`src/rtl/shift_add_multiplier.sv`:
```
// Sequential unsigned N x N shift-and-add multiplier. One ripple-adder pass per
// cycle; the 2N-bit product appears after N iterations and is then held in p.

module fulladderNb #(
    parameter int N = 4
) (
    input  logic [N-1:0] a,
    input  logic [N-1:0] b,
    input  logic         cin,
    output logic [N-1:0] s,
    output logic         cout
);
    logic [N:0] c;

    assign c[0] = cin;

    for (genvar i = 0; i < N; i++) begin : g_bit
        assign s[i]   = a[i] ^ b[i] ^ c[i];
        assign c[i+1] = (a[i] & b[i]) | (c[i] & (a[i] ^ b[i]));
    end

    assign cout = c[N];
endmodule

module shift_add_multiplier #(
    parameter int N = 4
) (
    input  logic           clk,
    input  logic           rst_n,
    input  logic           start,
    input  logic [N-1:0]   a,
    input  logic [N-1:0]   b,
    output logic           busy,
    output logic           done,
    output logic [2*N-1:0] p
);
    localparam int CW = $clog2(N) + 1;
    localparam logic [CW-1:0] LAST = CW'(N - 1);

    typedef enum logic [1:0] {IDLE, CALC, DONE} state_t;

    state_t        state;
    logic [N-1:0]  m;
    logic [N-1:0]  q;
    logic [N-1:0]  acc;
    logic [CW-1:0] count;
    logic [N-1:0]  addend;
    logic [N-1:0]  s;
    logic          cout;

    assign addend = q[0] ? m : '0;

    fulladderNb #(.N(N)) u_add (
        .a   (acc),
        .b   (addend),
        .cin (1'b0),
        .s   (s),
        .cout(cout)
    );

    // The adder carry-out is shifted straight into acc's MSB each iteration, so
    // the carry position above acc always receives 0 and needs no flop of its own.
    always_ff @(posedge clk or negedge rst_n) begin
        if (!rst_n) begin
            state <= IDLE;
            busy  <= 1'b0;
            done  <= 1'b0;
            p     <= '0;
            m     <= '0;
            q     <= '0;
            acc   <= '0;
            count <= '0;
        end else begin
            case (state)
                IDLE: begin
                    if (start) begin
                        m     <= a;
                        q     <= b;
                        acc   <= '0;
                        count <= '0;
                        state <= CALC;
                        busy  <= 1'b1;
                    end
                end
                CALC: begin
                    acc   <= {cout, s[N-1:1]};
                    q     <= {s[0], q[N-1:1]};
                    count <= count + 1'b1;
                    if (count == LAST) begin
                        p     <= {cout, s[N-1:1], s[0], q[N-1:1]};
                        state <= DONE;
                        done  <= 1'b1;
                    end
                end
                DONE: begin
                    state <= IDLE;
                    busy  <= 1'b0;
                    done  <= 1'b0;
                end
                default: begin
                    state <= IDLE;
                    busy  <= 1'b0;
                    done  <= 1'b0;
                end
            endcase
        end
    end
endmodule

```
`config.mk`:
```
export PLATFORM = sky130hd
export DESIGN_NAME = shift_add_multiplier
export DESIGN_NICKNAME = d
export VERILOG_FILES = /design/src/rtl/shift_add_multiplier.sv
export SDC_FILE = /design/constraint.sdc
export NUM_CORES = 1
export LEC_CHECK = 0
export ABC_AREA = 1
export CELL_PAD_IN_SITES_DETAIL_PLACEMENT = 1
export CELL_PAD_IN_SITES_GLOBAL_PLACEMENT = 1
export CORE_MARGIN = 4
export CORE_UTILIZATION = 40
export CTS_BUF_LIST = sky130_fd_sc_hd__clkbuf_4 sky130_fd_sc_hd__clkbuf_8 sky130_fd_sc_hd__clkbuf_16
export DETAILED_ROUTE_END_ITERATION = 10
export PLACE_DENSITY_LB_ADDON = 0.15
export SETUP_SLACK_MARGIN = 0.5
export SYNTH_ARGS = -nofsm -noshare
export SYNTH_HDL_FRONTEND = slang
export SYNTH_SLANG_ARGS = --single-unit
```
`constraint.sdc`:
```
create_clock -name clk -period 5.36 [get_ports clk]
set_input_delay 1.072 -clock clk [delete_from_list [all_inputs] [get_ports clk]]
set_output_delay 1.072 -clock clk [all_outputs]
set_load 0.02 [all_outputs]
```
## Yosys cells after proc, flatten, opt, wreduce, memory -nomap -nowiden

Cells that the tools add are included.
Widths: inputs -> output; s select.

- Input bits: 11
- Register bits: 27
- Logic and storage cells: 54

- Eq/ne operators: 4
- Multiplexer cells: 14
- Bitwise operators: 19
- Reduce and logical (&&, ||, !) cells: 8
- Add/sub/neg operators: 1

Operators with widths:

| cell | number |
|---|---|
| $pmux 4 s2 | 2 |
| $mux 4 | 3 |
| $reduce_and 2->1 | 6 |
| $and 1x1->1 | 7 |
| $xor 1x1->1 | 7 |
| $pmux 3 s2 | 1 |
| $mux 2 | 2 |
| $ne 2x2->1 const B | 2 |
| $pmux 1 s2 | 2 |
| $pmux 2 s2 | 1 |
| $add 3x1->3 const B | 1 |
| $eq 3x2->1 const B | 1 |
| $mux 3 | 1 |
| $or 1x1->1 | 3 |
| $eq 2x1->1 const B | 1 |
| $logic_not 2->1 | 1 |
| $mux 1 | 2 |
| $not 1->1 | 2 |
| $reduce_bool 2->1 | 1 |

## Depth between registers and ports, before layout

- Depth in word-level cells: 9
- Mapped depth: 8
- Mapped depth without buffers: 8

## Modules after synthesis

A second synthesis with hierarchy kept.

- Cells, all modules: 146
- Area, all modules: 1263.7 sq um

Modules (own cells, without submodules):

| module | sequential area each (sq um) | area an instance (sq um) | times used | cells each |
|---|---|---|---|---|
| shift_add_multiplier | 675.6 | 1146.1 | 1 | 132 |
| fulladderNb | 0.0 | 117.6 | 1 | 14 |

## Worst setup path after synthesis

Ideal clock, no wire load.

- Path kind: reg2reg
- From: register q[0]
- To: register acc[2]
- Path slack: 3.481 ns
- Setup time: 0.083 ns
- Stages on the path, launching flop included: 9
- Clock period less this slack: 1.879 ns
- Data arrival time: 1.796 ns
- Path through: dfrtp_1 > nand2_1 > inv_1 > ha_1 > fa_1 > inv_1 > fa_1 > fa_1 > o21ai_0

- Cells in the longest elaborated chain, start to end: 8
- Elaborated cells between the ends (all ways): 13

Ends and longest elaborated chain:

| element | line | text |
|---|---|---|
| from (decl) | 44 | `logic [N-1:0] q;` |
| from (signal assigned) | 87 | `q <= {s[0], q[N-1:1]};` |
| $mux 4 * | 51 | `assign addend = q[0] ? m : '0;` |
| $and 1x1->1 or $xor 1x1->1 (tied branches) | 19 | `assign c[i+1] = (a[i] & b[i]) \| (c[i] & (a[i] ^ b[i]));` |
| $and 1x1->1 | 19 |  |
| $or 1x1->1 | 19 |  |
| $and 1x1->1 | 19 |  |
| $or 1x1->1 | 19 |  |
| $xor 1x1->1 * | 18 | `assign s[i] = a[i] ^ b[i] ^ c[i];` |
| $pmux 4 s2 * | 74 | `case (state)` |
| to (signal assigned) | 86 | `acc <= {cout, s[N-1:1]};` |
| to (decl) | 45 | `logic [N-1:0] acc;` |

Every way passes the cells marked *; elsewhere a longest branch is shown, timed or not.
A chain may end at the register's enable or synchronous reset.

## Final worst setup path

- From: register p[7]
- To: output p[7]

RTL lines:

| element | line | text |
|---|---|---|
| from (decl) | 35 | `output logic [2*N-1:0] p` |
| from (signal assigned) | 90 | `p <= {cout, s[N-1:1], s[0], q[N-1:1]};` |

No word-level cell between the ends.

==> metrics <==
global-route wire length before repair=between 4 and 5 mm; net switching power=between 0.3 and 0.4 mW; syn nets=146; diodes inserted=0; relative max-transition margin=0.5852; clk sinks=27; PD cells=526.0 nW/um2; FILL cells=336; WL per Instance=between 10 and 15 um; Logic pwr share=0.438; mapped cell area=around 1200 um2; hold slack=between 0.4 and 0.5 ns; Post-CTS Setup Bufs=0; crit path max fanout=2; nets=168; Worst-Skew Late Latency=approximately 0.33 ns; final WL=between 2 and 3 mm; Worst R2R Setup Slack=around 3.3 ns; IO buf count=20; post-cts sizing count=0; Final Hold Fails=0; Hold Path Class=register to register; DIE WIDTH=between 60 and 70 um; Tot GR Track Use=0.1580; Syn. warnings=0; die area=just under 4000 um2; WP data arrival=1.32 ns; CTS tree=done; Critical Path Sink Type=primary output; Crit path required time=4.29 ns; Design Area, Final=1448 um2; CTS max path bufs=2; TNS Setup=0 ns; final setup fails=0; register area share after synthesis=0.5619; Post-DRT Antenna Nets=0; largest net degree at the start of global routing=28; DRT iter0 DRCs=34; WP buf/inv=1; Setup Crit Path Kind=register to primary output; Worst-Margin Slew=0.6207 ns; placed insts=around 180; P_int=0.4425 mW; initial cell density of the core=0.4286; Yosys cell types=17; vias=about 910; Top delay family on crit path=buffers and inverters; global route overflow=0; Worst R2R Start=q[0]$_DFFE_PN0P_; multi-input logic area=approximately 450 um2; max-slew violations=0; worst hold start=p[1]$_DFFE_PN0P_; slowest CP cell=clkdlybuf4s50_1; clock power share=0.116; worst setup path startpoint=p[7]$_DFFE_PN0P_; Period Utilization, post-route=0.4466; cts bufs inserted=3; FF+latch area=a little under 700 um2; MaxCap Viol Count=0; P_leak=0.7092 nW; Sequential Power Share=0.447; initial antenna violation count=0; clock-pin slew on the worst setup and hold paths=about 0.14 ns; post-layout minimum cycle time=around 2.4 ns; vias in the first global route=between 1000 and 1500; cell row count=19; core box area=about 2800 um2; startpoint types=register; Post-Synthesis Cells=129; syn_area_per_cell=a little over 9 um2; Ports=21; fmax=~420 MHz; DRC Markers=0; GPL Wtd Cong=between 0.7 and 0.8; Finished Layout Cells=around 180; Cell Area, Placed=between 1000 and 1500 um2; die height=approximately 63 um; synthesized flop and latch total=27; R2R Path End=acc[2]$_DFFE_PN0P_; Initial DRT Pass Iterations=4; Worst Hold End=p[1]$_DFFE_PN0P_; Sw Share=0.4190; Crit path largest cell delay=roughly 0.6 ns; worst r2r path cells=8; area grow syn2layout=20.40%; unrepaired setup endpoints after global routing=no; layout cell share with drive strength beyond 1=0.06667; crit-path cells=clkdlybuf4s50_1; Final Skew=~0.0013 ns; hold path depth=2; dpl hpwl=2.044 mm; Hold-fix buffers, CTS=0; CTS H-tree lvls=1; clock root buffer=clkbuf_4; Peak VDD IR=0.2356 mV; Via density=5.044; status=complete, no violations
-- area by class of cell --
cell class | instances | area share
Clock buffer | 3 | 0.01556
Clock inverter | 1 | 0.003457
Inverter | 13 | 0.03371
Multi-Input combinational cell | 85 | 0.3103
Sequential cell | 27 | 0.4667
Tap cell | 31 | 0.02679
Timing Repair Buffer | 21 | 0.1435
-- cell usage after synthesis --
master / n / share of area
buf_6: 1 / 0.0094
buf_4: 1 / 0.0062
ha_1: 3 / 0.031
nor2_4: 1 / 0.0094
nor2_2: 1 / 0.0052
nor2_1: 1 / 0.0031
inv_2: 2 / 0.0062
nand2_1: 41 / 0.13
nand3_1: 22 / 0.092
o21ai_1: 5 / 0.021
fa_1: 3 / 0.050
a21oi_1: 1 / 0.0042
inv_1: 11 / 0.034
dfrtp_1: 27 / 0.56
nand2_2: 1 / 0.0052
buf_2: 2 / 0.0083
o21ai_0: 6 / 0.025
-- layout by cell type, fill, tap and decap left out --
cell,n
inv_1,11
dfrtp_1,27
nand2_1,41
inv_2,2
nor2_1,1
ha_1,3
o21ai_0,6
nor2_2,1
a21oi_1,1
clkdlybuf4s50_1,20
nand3_1,22
buf_4,1
clkinv_2,1
nand2_2,1
clkbuf_4,3
nor2_4,1
fa_1,3
o21ai_1,5
-- state kept, by name, indices dropped and copies added (netlist names) --
register / flops
busy: 1
p: 8
acc: 4
q: 4
done: 1
m: 4
state: 2
count: 3
-- cell families (layout without fill, tap and decap cells) --
family,Yosys count,after routing,share of synthesized area
compound gates,12,12,0.04994
fa+ha+maj,6,6,0.08117
buf+inv,17,38,0.06452
flops,27,27,0.5619
simple gates,67,67,0.2425
-- worst max-delay path by stage --
stage | cells past startpoint | slack (ns) | to
floorplan | 8 | 3.48 | acc[2]$_DFFE_PN0P_
global placement | 6 | 3.12 | m[3]$_DFFE_PN0P_
detailed placement | 6 | 3.03 | m[3]$_DFFE_PN0P_
CTS | 1 | 2.95 | p[7]
global route | 1 | 2.88 | p[6]
finish | 1 | 2.97 | p[7]
-- metrics by stage --
step	total power [mW]	util	setup WS [ns]
CTS	0.7750	0.5161	2.948
detailed placement	0.6865	0.5062	3.027
global route	0.8415	0.5161	2.880
finish	0.7615	0.5161	2.966
global placement	0.6663	0.5062	3.118
floorplan	0.5625	-	3.481
-- power groups by stage --
stage	Sequential [mW]	Combinational [mW]	Clock [mW]
floorplan	0.365	0.197	0
global placement	0.340	0.326	0
detailed placement	0.344	0.342	0
CTS	0.340	0.342	0.0921
global route	0.354	0.387	0.100
finish	0.340	0.333	0.0882
-- routing by layer --
layer	vias to the layer above	track usage	wire (um)
met5	-	0	0
met2	12	0.2929	1449
li1	450	-	-
met3	4	0.02338	60
met4	0	0.06612	27
met1	447	0.1789	1070
Note: power is estimated with default switching activity, not from simulation.
